$ cat src/rtl/dsp_mac_sequencer.sv
// dsp_mac_sequencer: drives one DSP48A1 slice as an N-sample multiply-accumulate.
// Operand pairs arrive on a valid/ready stream. The slice A/B/OPMODE/CE pins are
// driven so that P accumulates a[i]*b[i]. After the last pair the slice pipeline
// is drained, and the 48-bit result is offered on a valid/ready output.
//
// Optional build macro MAC_SUB_EN adds a sub_mode input, which is latched with
// start. When it is latched high, every opmode is issued with bit 7 set, so the
// slice computes P = Z - X and the result is the negated sum of products.
//
// Expected slice setup: A0REG=B0REG=0, A1REG=B1REG=MREG=PREG=OPMODEREG=1,
// B_INPUT="DIRECT", CARRYINSEL="OPMODE5".
//
// state    | meaning
// ---------+--------------------------------------------------------------
// ST_IDLE  | waiting for start with a non-zero len; slice clock-enable low
// ST_RUN   | accepting operand pairs; HOLD opmode issued on input bubbles
// ST_DRAIN | last pair accepted; flushing A1/B1 -> M -> P for DRAIN_CYC cycles
// ST_DONE  | result presented; slice frozen until the result is taken

module dsp_mac_sequencer #(
   parameter int CNT_W     = 16,
   parameter int DRAIN_CYC = 3
) (
   input  logic             clk,
   input  logic             rst,
   input  logic             start,
   input  logic [CNT_W-1:0] len,
`ifdef MAC_SUB_EN
   input  logic             sub_mode,
`endif
   output logic             busy,
   input  logic             in_valid,
   output logic             in_ready,
   input  logic [17:0]      a_in,
   input  logic [17:0]      b_in,
   output logic [17:0]      dsp_a,
   output logic [17:0]      dsp_b,
   output logic [7:0]       dsp_opmode,
   output logic             dsp_ce,
   input  logic [47:0]      dsp_p,
   output logic             res_valid,
   input  logic             res_ready,
   output logic [47:0]      res_data
);

   // Opmode fields: bit 7 selects subtract, bits [3:2] are Z, bits [1:0] are X.
   localparam logic [6:0] OP_FIRST = 7'h01;   // X=M, Z=0
   localparam logic [6:0] OP_ACC   = 7'h09;   // X=M, Z=P
   localparam logic [6:0] OP_HOLD  = 7'h08;   // X=0, Z=P

   localparam int DRN_W = (DRAIN_CYC > 1) ? $clog2(DRAIN_CYC) : 1;
   localparam logic [DRN_W-1:0] DRAIN_LAST = DRN_W'(DRAIN_CYC - 1);

   typedef enum logic [1:0] {
      ST_IDLE  = 2'd0,
      ST_RUN   = 2'd1,
      ST_DRAIN = 2'd2,
      ST_DONE  = 2'd3
   } state_t;

   state_t           state_q, state_d;
   logic [CNT_W-1:0] len_q, len_d;
   logic [CNT_W-1:0] cnt_q, cnt_d;
   logic             first_q, first_d;
   logic [DRN_W-1:0] drain_q, drain_d;
   logic [7:0]       opmode_q, opmode_d;
   logic             res_valid_q, res_valid_d;
   logic [47:0]      res_data_q, res_data_d;
   logic             sub_bit;

`ifdef MAC_SUB_EN
   logic sub_q, sub_d;

   // Subtract selection, latched with the start command
   always_ff @(posedge clk or posedge rst) begin
      if (rst) sub_q <= 1'b0;
      else     sub_q <= sub_d;
   end

   // The new mode takes effect only when a command is accepted in IDLE
   always_comb begin
      sub_d = sub_q;
      if (state_q == ST_IDLE && start && len != '0) sub_d = sub_mode;
   end

   assign sub_bit = sub_q;
`else
   assign sub_bit = 1'b0;
`endif

   // Registers for the control state, counters, opmode and result
   always_ff @(posedge clk or posedge rst) begin
      if (rst) begin
         state_q     <= ST_IDLE;
         len_q       <= '0;
         cnt_q       <= '0;
         first_q     <= 1'b0;
         drain_q     <= '0;
         opmode_q    <= {1'b0, OP_HOLD};
         res_valid_q <= 1'b0;
         res_data_q  <= '0;
      end else begin
         state_q     <= state_d;
         len_q       <= len_d;
         cnt_q       <= cnt_d;
         first_q     <= first_d;
         drain_q     <= drain_d;
         opmode_q    <= opmode_d;
         res_valid_q <= res_valid_d;
         res_data_q  <= res_data_d;
      end
   end

   // Next-state logic. The opmode defaults to HOLD on every edge that does not
   // carry an operand handshake, so bubble products in A1/B1/M are never added.
   always_comb begin
      state_d     = state_q;
      len_d       = len_q;
      cnt_d       = cnt_q;
      first_d     = first_q;
      drain_d     = drain_q;
      opmode_d    = {sub_bit, OP_HOLD};
      res_valid_d = res_valid_q;
      res_data_d  = res_data_q;

      case (state_q)
         ST_IDLE: begin
            if (start && len != '0) begin
               state_d = ST_RUN;
               len_d   = len;
               cnt_d   = '0;
               first_d = 1'b1;
            end
         end

         ST_RUN: begin
            if (in_valid) begin
               opmode_d = first_q ? {sub_bit, OP_FIRST} : {sub_bit, OP_ACC};
               first_d  = 1'b0;
               cnt_d    = cnt_q + CNT_W'(1);
               // len_q is non-zero here, so len_q-1 never underflows
               if (cnt_q == len_q - CNT_W'(1)) begin
                  state_d = ST_DRAIN;
                  drain_d = '0;
               end
            end
         end

         ST_DRAIN: begin
            if (drain_q == DRAIN_LAST) begin
               res_data_d  = dsp_p;
               res_valid_d = 1'b1;
               state_d     = ST_DONE;
            end else begin
               drain_d = drain_q + DRN_W'(1);
            end
         end

         ST_DONE: begin
            if (res_ready) begin
               res_valid_d = 1'b0;
               state_d     = ST_IDLE;
            end
         end

         default: state_d = ST_IDLE;
      endcase
   end

   // Status, handshake and slice-control outputs decoded from the state register
   always_comb begin
      busy     = (state_q != ST_IDLE);
      in_ready = (state_q == ST_RUN);
      dsp_ce   = (state_q == ST_RUN) || (state_q == ST_DRAIN);
   end

   // Operands pass straight through; the slice A1/B1 registers do the capture
   assign dsp_a      = a_in;
   assign dsp_b      = b_in;
   assign dsp_opmode = opmode_q;
   assign res_valid  = res_valid_q;
   assign res_data   = res_data_q;

endmodule

$ cat config.mk
export PLATFORM = sky130hd
export DESIGN_NAME = dsp_mac_sequencer
export DESIGN_NICKNAME = d
export VERILOG_FILES = /design/src/rtl/dsp_mac_sequencer.sv
export SDC_FILE = /design/constraint.sdc
export NUM_CORES = 1
export LEC_CHECK = 0
export BUFFER_PORTS_ARGS = -buffer_cell sky130_fd_sc_hd__buf_2
export CORE_ASPECT_RATIO = 1.2
export CORE_MARGIN = 10
export CORE_UTILIZATION = 35
export CTS_CLUSTER_DIAMETER = 50
export CTS_CLUSTER_SIZE = 14
export DETAILED_ROUTE_END_ITERATION = 10
export PLACE_DENSITY = 0.71
export SYNTH_ARGS = -nofsm -noshare
export SYNTH_HDL_FRONTEND = slang
export SYNTH_SLANG_ARGS = --single-unit
$ cat constraint.sdc
create_clock -name clk -period 3.3 [get_ports clk]
set_clock_uncertainty 0.2 [all_clocks]
set_input_delay 0.66 -clock clk [delete_from_list [all_inputs] [get_ports clk]]
set_output_delay 0.66 -clock clk [all_outputs]
set_load 0.005 [all_outputs]
==> reports/summary.txt, run 1 <==
status: complete, no violations
Routed WL: 11530 um
Fmax: 330.3 MHz
area grow syn2layout: 18.51%
cell area after synthesis: 4672 um^2
setup total negative slack: 0 ps
power density over cell area: 891.6 nW/um^2
Leak: 2.537 nW
kind of critical path: reg2reg
Clock Tree Root: clkbuf_16
Syn Area/Cell: 11.42 um^2
Post-synth EDFFs: 0
largest net degree at the start of global routing: 49
grt ovf: 0
fillers: 1248
vias in the first global route: 3680
Antenna Nets Post-Route: 0
postcts setup bufs: 0
Synth Warn #: 0
1st-pass router iterations: 4
final-report max-slew violation count: 0
sequential share of power: 38.6%
GPL Wtd Cong: 0.8149
Seq/Total Area, Yosys: 47.16%
fin util: 42.01%
DRC viols: 0
die extent in y: 146.6 um
first-pass GRT wire length: 18370 um
Port Buf Inserts: 122
Peak supply drop: 0.4206 mV
CTS Buf Count: 9
Required @ worst endpoint: 3330 ps
num rows: 46
RSZ-0062 raised after global routing: false
Max Cap Viol: 0
CTS H-Tree Depth: 3
HP Class: reg2reg
GRT Util Overall: 12.10%
Cell Int Power: 3.213 mW
Reg clk slew, reported paths: 70 ps
CTS Buffer Depth: 2
Die Width: 125.5 um
Setup crit start kind: flop
NetSw: 1.723 mW
Register Area: 2203 um^2
Setup crit end kind: flop
DP Wirelength: 9039 um
Starting Density: 35.45%
Clk pwr share: 23.3%
Worst Hold Margin: 194.5 ps
cells after synthesis: 409
Unique masters post-synth: 55
Worst Tran Pin Value: 870.0 ps
Final Hold Viols: 0
Final period util: 91.74%
drt initial violations: 148
Slew headroom: 41.93%
Post-synth ARST share: 100.0%
routed vias/inst: 5.024
WL/cell: 17.18 um
Arrival @ worst endpoint: 3050 ps
Final #Nets: 610
Comb power frac: 38.1%
antenna violations before repair: 0
Final setup viols: 0
Sw Ratio: 34.90%
Top FF cell, synth: dfrtp_1
Worst-Skew Late Latency: 340 ps
post-synthesis register bit count: 88
core area: 13180 um^2
n_diodes: 0
vias: 3371
area of the multi-input gates: 2037 um^2
commonest cells after routing, fill and taps aside: 122 x buf_2, 87 x dfrtp_1, 65 x mux2_2
min cycle time layout: 3027 ps
TritonCTS clock tree: done
CTS Hold Buffers Added: 0
I/O pin count: 201
CP Max Fanout: 8
share of layout cells above drive strength 1: 44.53%
total die area: 18390 um^2
commonest non-fill, non-tap cell in the layout: buf_2
clk sink count: 88
# resized after CTS: 0
-- cell families (layout without fill, tap and decap cells) --
kind of cell    Yosys count  count (layout)  synth area share, %
xor+xnor                 31              31                5.811
fa+ha+maj                 7               7                1.875
compound gates           34              34                5.678
other cells               1               6              0.08027
mux                      66              66                15.88
simple gates            110             110                13.82
buf+inv                  72             161                9.695
flops                    88              88                47.16
-- power by group through the flow --
stage	clock (mW)	sequential, mW	combinational [mW]
CTS	1.17	1.91	1.90
global placement	0	1.89	1.82
detailed placement	0	1.92	1.90
global route	1.22	1.97	2.08
floorplan	0	1.86	1.24
finish	1.15	1.91	1.88
-- worst paths after layout --
path,from,endpoint,slack (ps),cells past startpoint
hold / removal,first_q,dsp_opmode[3],190,1
max in group asynchronous,rst,res_data[40],1940,3
setup reg to reg,len_q[3],drain_q[0],270,7
hold reg to reg,first_q,dsp_opmode[3],190,1
min in group asynchronous,rst,res_data[38],260,2
setup / recovery,len_q[3],drain_q[0],270,7
-- sequential cells by signal, indices dropped and copies added (netlist names) --
register,flops
res_data,48
cnt_q,16
len_q,16
drain_q,2
dsp_opmode,2
state_q,2
first_q,1
res_valid,1
-- Yosys cell counts, types with 3 or more instances --
cell type / n / area share (%)
a21oi_1: 8 / 0.86
and4_1: 3 / 0.56
buf_1: 5 / 0.40
buf_4: 44 / 7.1
clkbuf_1: 3 / 0.24
dfrtp_1: 87 / 47
ha_1: 7 / 1.9
inv_1: 16 / 1.3
mux2_2: 65 / 16
nand2_1: 16 / 1.3
nand2b_1: 3 / 0.40
nand3_1: 10 / 1.1
nand4_1: 6 / 0.80
nor2_1: 23 / 1.8
nor2b_1: 4 / 0.54
nor3_1: 7 / 0.75
nor3b_1: 3 / 0.48
nor4_1: 7 / 0.94
o21ai_0: 7 / 0.75
or3_1: 6 / 0.80
or4_1: 8 / 1.3
xnor2_1: 12 / 2.2
xor2_1: 19 / 3.6
-- stage by stage --
stage | instances | worst slack (ps) | cell area (um^2) | total power [mW]
6_report | 671 | 272.6 | 5537 | 4.936
5_1_grt | 671 | 240.6 | 5537 | 5.264
4_1_cts | 671 | 318.1 | 5537 | 4.979
3_5_place_dp | 655 | 350.6 | 5200 | 3.821
3_3_place_gp | 655 | 389.5 | 5200 | 3.710
2_1_floorplan | 414 | 163.1 | 4691 | 3.102
-- per-layer routing --
metal / GRT usage, % / up-vias / share of wire [%]
li1: - / 1565 / -
met1: 11.64 / 1651 / 36
met2: 21.79 / 112 / 54
met3: 5.216 / 43 / 7.6
met4: 5.363 / 0 / 2.9
met5: 0 / - / 0
-- cell type report --
cell class,instances,area share [%]
Clock inverter,6,1.763
Inverter,16,1.107
Sequential cell,88,39.80
Timing Repair Buffer,129,12.43
Clock buffer,10,4.316
Multi-Input combinational cell,254,36.79
Tap cell,168,3.797
-- worst max-delay path, stage by stage (launching register included) --
cell	delay, ps
dfrtp_1	480
or3_1	530
or3_1	440
a2111oi_2	440
nor3_2	160
nor3_1	310
nand2_1	120
a31o_1	230
Note: power is estimated with default switching activity, not from simulation.
==> run 2: changes to the inputs <==
--- a/config.mk
+++ b/config.mk
@@ -12,7 +12,9 @@
 export CTS_CLUSTER_DIAMETER = 50
 export CTS_CLUSTER_SIZE = 14
 export DETAILED_ROUTE_END_ITERATION = 10
+export GPL_TIMING_DRIVEN = 0
 export PLACE_DENSITY = 0.71
+export SETUP_SLACK_MARGIN = 0.5
 export SYNTH_ARGS = -nofsm -noshare
 export SYNTH_HDL_FRONTEND = slang
 export SYNTH_SLANG_ARGS = --single-unit
==> run 2 against run 1 <==
Compared with the run above:
- critical path depth increased by 3
- setup slack improved by 280 ps
- via count increased by 11%
- cell area increased by 14%
- critical path type is now in2reg
- core utilization increased by 5.8 points
- highest routed layer unchanged
- power increased by 5.1%
- non-clock buffer count increased by 98
- register-to-register slack improved by 290 ps
==> reports/summary.txt, run 2 (synthesized netlist as in run 1, its figures left out) <==
status: complete, no violations
Arrival @ worst endpoint: 2770 ps (-280 ps)
Reg clk slew, reported paths: 70 ps (about the same)
CTS Hold Buffers Added: 0 (unchanged)
Final Hold Viols: 0 (unchanged)
Final period util: 83.34% (-8.4 points)
Port Buf Inserts: 158 (+30%)
Max Cap Viol: 0 (unchanged)
Final Instance Area: 6302 um^2 (+14%)
Post-Layout Cell Count: 769 (+15%)
Worst Tran Pin Value: 533.1 ps (-336.9 ps)
vias: 3742 (+11%)
largest net degree at the start of global routing: 45 (-8.2%)
routed vias/inst: 4.866 (-3.1%)
sequential share of power: 36.4% (-2.2 points)
Setup crit start kind: input pin
CP Max Fanout: 7 (-1)
I/O pin count: 201 (unchanged)
RSZ-0062 raised after global routing: false
CTS H-Tree Depth: 3 (unchanged)
# placed instances: 742 (+13%)
commonest cells after routing, fill and taps aside: 158 x buf_2, 84 x dfrtp_1, 65 x mux2_2
Worst R2R Start: len_q[7]
CTS Buffer Depth: 2 (unchanged)
HP Class: in2async
clk sink count: 88 (unchanged)
Starting Density: 35.45% (unchanged)
Final setup viols: 0 (unchanged)
GRT Util Overall: 13.29% (+1.2 points)
vias in the first global route: 4184 (+14%)
DRC viols: 0 (unchanged)
CTS Buf Count: 9 (unchanged)
commonest non-fill, non-tap cell in the layout: buf_2
WL/cell: 16.60 um (-3.4%)
grt ovf: 0 (unchanged)
Required @ worst endpoint: 3320 ps (about the same)
NetSw: 1.836 mW (+6.6%)
n_diodes: 0 (unchanged)
Routed WL: 12760 um (+11%)
first-pass GRT wire length: 20360 um (+11%)
Clk pwr share: 22.3% (-1.0 points)
max reg flops: 48 (unchanged)
antenna violations before repair: 0 (unchanged)
Area after DPL: 5743 um^2 (+10%)
Final #Nets: 708 (+16%)
Place WS: -7.030 ps (-357.6 ps)
1st-pass router iterations: 4 (unchanged)
Peak supply drop: 0.4485 mV (+6.6%)
crit path from: len[2]
Die Width: 125.5 um (unchanged)
final worst slack: 549.6 ps (+277.1 ps)
setup total negative slack: 0 ps (unchanged)
die extent in y: 146.6 um (unchanged)
Fmax: 363.6 MHz (+10%)
fillers: 1198 (-4.0%)
Slew headroom: 64.46% (+23 points)
TritonCTS clock tree: done
total die area: 18390 um^2 (unchanged)
Sw Ratio: 35.40% (+0.49 points)
final-report max-slew violation count: 0 (unchanged)
area grow syn2layout: 34.90%
Antenna Nets Post-Route: 0 (unchanged)
Worst-Skew Late Latency: 350 ps (about the same)
DP Wirelength: 10150 um (+12%)
core area: 13180 um^2 (unchanged)
drt initial violations: 118 (-20%)
kind of critical path: in2reg
min cycle time layout: 2750 ps (-277.1 ps)
share of layout cells above drive strength 1: 55.41% (+11 points)
Clock Tree Root: clkbuf_16
Comb power frac: 41.2% (+3.1 points)
num rows: 46 (unchanged)
Leak: 2.996 nW (+18%)
Setup crit end kind: flop
Cell Int Power: 3.352 mW (+4.3%)
GPL Wtd Cong: 0.8824 (+8.3%)
fin util: 47.82% (+5.8 points)
power density over cell area: 823.2 nW/um^2 (-7.7%)
==> run 2: changes by cell type in the layout (fill, tap and decap cells not counted), moves of 3 or more <==
cell,before,now
buf_1,0,5
buf_2,122,158
buf_4,5,52
buf_6,0,6
dfrtp_1,87,84
dfrtp_2,0,3
nor4_1,7,4
or3_1,6,3
or3_4,0,3
==> run 2: metal layers <==
layer	part of all wire (%)	routed length, um	global-route usage, %	vias to the layer above
met4	2.2	278	5.133	0
met3	13	1706	7.751	27
met2	48	6163	21.97	188
met5	0	0	0	-
li1	-	-	-	1756
met1	36	4616	13.49	1771
==> run 2: timing repair <==
action	4_1_cts	5_1_grt
setup endpoints to repair	20	32
gates cloned	0	0
gates resized for setup	8	25
pin swaps	2	11
buffers inserted	2	9
==> run 2: worst paths after layout <==
check                           endpoint  slack (ps)  cells after the start
max in group asynchronous       len_q[0]        1970                      4
min in group clk           dsp_opmode[3]         220                      1
min reg2reg                dsp_opmode[3]         220                      1
max reg2reg                   drain_q[0]         560                      8
min                          res_data[6]         140                      2
max                            cnt_q[13]         550                     10
==> run 2: area by class of cell <==
| type | instances | area, um^2 | area share (%) |
|---|---|---|---|
| Buffer | 56 | 407.9 | 6.472 |
| Timing Repair Buffer | 171 | 920.9 | 14.61 |
| Tap cell | 168 | 210.2 | 3.335 |
| Clock inverter | 7 | 110.1 | 1.747 |
| Sequential cell | 88 | 2207 | 35.02 |
| Clock buffer | 9 | 225.2 | 3.574 |
| Inverter | 16 | 63.81 | 1.013 |
| Multi-Input combinational cell | 254 | 2157 | 34.23 |
==> run 2: per-stage QoR <==
step | power (mW) | hold slack [ps]
final | 5.188 | 138.3
after global placement | 3.783 | 233.8
after global routing | 5.555 | 156.7
after floorplan | 3.103 | 171.9
after detailed placement | 3.888 | 236.8
after CTS | 5.108 | 141.5
==> run 2: power groups by stage <==
stage | logic [mW] | registers, mW | clock network [mW]
after floorplan | 1.24 | 1.86 | 0
after global placement | 1.92 | 1.87 | 0
after detailed placement | 1.99 | 1.90 | 0
after CTS | 2.03 | 1.89 | 1.19
after global routing | 2.37 | 1.95 | 1.23
final | 2.14 | 1.89 | 1.16
==> run 2: critical path: stages <==
cell and delay (ps):
buf_2 100, or4_4 560, o41ai_4 350, buf_4 190, a21oi_4 70, and4_1 210, buf_1 200, nand4_1 170
xor2_1 200, nor2_1 60
==> run 3: changes to the inputs <==
==> constraint.sdc (replaced) <==
create_clock -name clk -period 2.6 [get_ports clk]
set_clock_uncertainty 0.2 [all_clocks]
set_input_delay 0.52 -clock clk [delete_from_list [all_inputs] [get_ports clk]]
set_output_delay 0.52 -clock clk [all_outputs]
set_load 0.005 [all_outputs]
==> run 3 against run 2 <==
Compared with the run above:
- the run now ends with negative setup slack left
- clock-buffer cell count unchanged
- combinational power up 55%
- register-to-register slack worse by 770 ps
- sequential share of layout area down 2.4 points
- hold slack better by 61 ps
- setup slack worse by 760 ps
- via count up 3.3%
- critical endpoint is now state_q[1]
- die area unchanged
- cell area up 7.5%
- first-iteration DRC count up 0.85%
==> reports/summary.txt, run 3 (synthesized netlist as in run 1, its figures left out) <==
CTS H-Tree Depth: 3 (unchanged)
CP Max Fanout: 4 (-3)
die extent in y: 146.6 um (unchanged)
Peak supply drop: 0.5750 mV (+28%)
crit-path cells: buf_6 > or4_4 > or4_4 > nand3b_4 > a211oi_4 > nor4b_4 > o31ai_1
GRT Util Overall: 14.56% (+1.3 points)
grt ovf: 0 (unchanged)
final-report max-slew violation count: 0 (unchanged)
status: finished, violations left
Crit path largest cell delay: 510 ps (-50 ps)
Worst Tran Pin Value: 583.1 ps (+49.99 ps)
vias: 3865 (+3.3%)
share of layout cells above drive strength 1: 62.50% (+7.1 points)
Final Instance Area: 6777 um^2 (+7.5%)
Starting Density: 35.45% (unchanged)
Antenna Nets Post-Route: 0 (unchanged)
routed vias/inst: 4.911 (+0.92%)
Max Cap Viol: 0 (unchanged)
Required @ worst endpoint: 2620 ps (-700 ps)
Setup crit start kind: flop
CTS Buf Count: 9 (unchanged)
DP Wirelength: 10480 um (+3.3%)
Die Width: 125.5 um (unchanged)
Final period util: 108.0%
largest net degree at the start of global routing: 37 (-18%)
Routed WL: 13940 um (+9.2%)
power density over cell area: 1050 nW/um^2 (+28%)
CTS Buffer Depth: 2 (unchanged)
WL/cell: 17.72 um (+6.7%)
clk sink count: 88 (unchanged)
HP Class: in2reg
final worst slack: -208.0 ps (-757.6 ps)
Worst-Skew Late Latency: 340 ps (about the same)
core area: 13180 um^2 (unchanged)
Port Buf Inserts: 158 (unchanged)
antenna violations before repair: 3 (+3)
CP most frequent cell: or4_4
1st-pass router iterations: 4 (unchanged)
Arrival @ worst endpoint: 2820 ps (+50 ps)
TritonCTS clock tree: done
drt initial violations: 119 (+0.85%)
I/O pin count: 201 (unchanged)
commonest cells after routing, fill and taps aside: 158 x buf_2, 82 x dfrtp_1, 60 x buf_4
DRC viols: 0 (unchanged)
min cycle time layout: 2808 ps
first-pass GRT wire length: 21910 um (+7.6%)
Leak: 3.222 nW (+7.5%)
num rows: 46 (unchanged)
kind of critical path: reg2reg
Fmax: 356.1 MHz
Final #Nets: 724 (+2.3%)
Slowest-stage cell, CP: or4_4
GPL Wtd Cong: 0.8237 (-6.7%)
Slew headroom: 61.12% (-3.3 points)
Clock Tree Root: clkbuf_16
Final Hold Viols: 0 (unchanged)
Area after DPL: 5922 um^2 (+3.1%)
Final setup viols: 4 (+4)
commonest non-fill, non-tap cell in the layout: buf_2
total die area: 18390 um^2 (unchanged)
failing checks: negative setup slack
Setup crit end kind: flop
worst r2r path cells: 7 (-1)
power consumption: 7.112 mW (+37%)
hold depth: 2
Reg clk slew, reported paths: 70 ps (about the same)
area grow syn2layout: 45.05%
max reg flops: 48 (unchanged)
vias in the first global route: 4222 (+0.91%)
RSZ-0062 raised after global routing: true
-- run 3: changes by cell type in the layout (fill, tap and decap cells not counted), moves of 4 or more --
cell | previous run | this run
mux2_2 | 65 | 49
mux2_4 | 0 | 16
buf_4 | 52 | 60
buf_6 | 6 | 13
nand2_1 | 16 | 10
nand3_1 | 10 | 4
nor2_1 | 23 | 17
buf_1 | 5 | 0
buf_12 | 2 | 7
nand3_2 | 0 | 5
nand2_2 | 0 | 4
-- run 3: worst paths after layout --
check | from | to | slack, ps
min reg2reg | first_q | dsp_opmode[3] | 220
min in group asynchronous | rst | res_data[6] | 540
max in group asynchronous | rst | len_q[0] | 880
max | len_q[7] | state_q[1] | -210
max reg2reg | len_q[7] | state_q[1] | -210
min | len[8] | len_q[8] | 200
-- run 3: metrics by stage --
stage	instances	hold slack, ps	setup TNS [ps]	worst slack [ps]	util, %
CTS	776	196.2	-577.2	-169.1	49.89
global placement	740	182.9	-2680	-238.0	44.63
global route	785	189.6	-1082	-279.0	51.38
floorplan	414	171.9	0	5.889	-
detailed placement	742	194.0	-3195	-278.9	44.93
finish	787	199.4	-701.5	-208.0	51.41
-- run 3: where the power goes --
group / internal (mW) / switching (mW) / total (mW)
registers: 1.97 / 0.436 / 2.40
clock network: 0.843 / 0.552 / 1.40
logic: 1.83 / 1.48 / 3.31
total: 4.64 / 2.47 / 7.11
-- run 3: cell type report --
cell class	instances	area [um^2]
Buffer	56	460.4
Multi-Input combinational cell	254	2369
Clock inverter	6	92.59
Antenna cell	3	7.507
Fill cell	1135	6404
Timing Repair Buffer	187	1139
Inverter	16	63.81
Sequential cell	88	2210
Tap cell	168	210.2
Clock buffer	9	225.2
-- run 3: what timing repair did --
action,4_1_cts,5_1_grt
pin swaps,14,15
resized for setup,34,35
hold buffers,1,0
setup endpoints to repair,84,49
endpoints found under the hold margin,19,0
setup buffers,16,8
gates cloned,2,0
-- run 3: metal layers --
layer | share of wire (%) | track usage [%] | vias to the layer above
met5 | 0 | 0 | -
met1 | 35 | 14.16 | 1879
li1 | - | - | 1791
met2 | 52 | 25.99 | 172
met3 | 11 | 7.534 | 23
met4 | 2.6 | 4.556 | 0
-- run 3: worst max-delay path, delay by kind of cell (launching register included) --
kind	cells	cell delay [ps]
and+or+nand+nor	4	1520
AOI/OAI and AO/OA	2	470
DFF	1	370
buffers and inverters	1	120
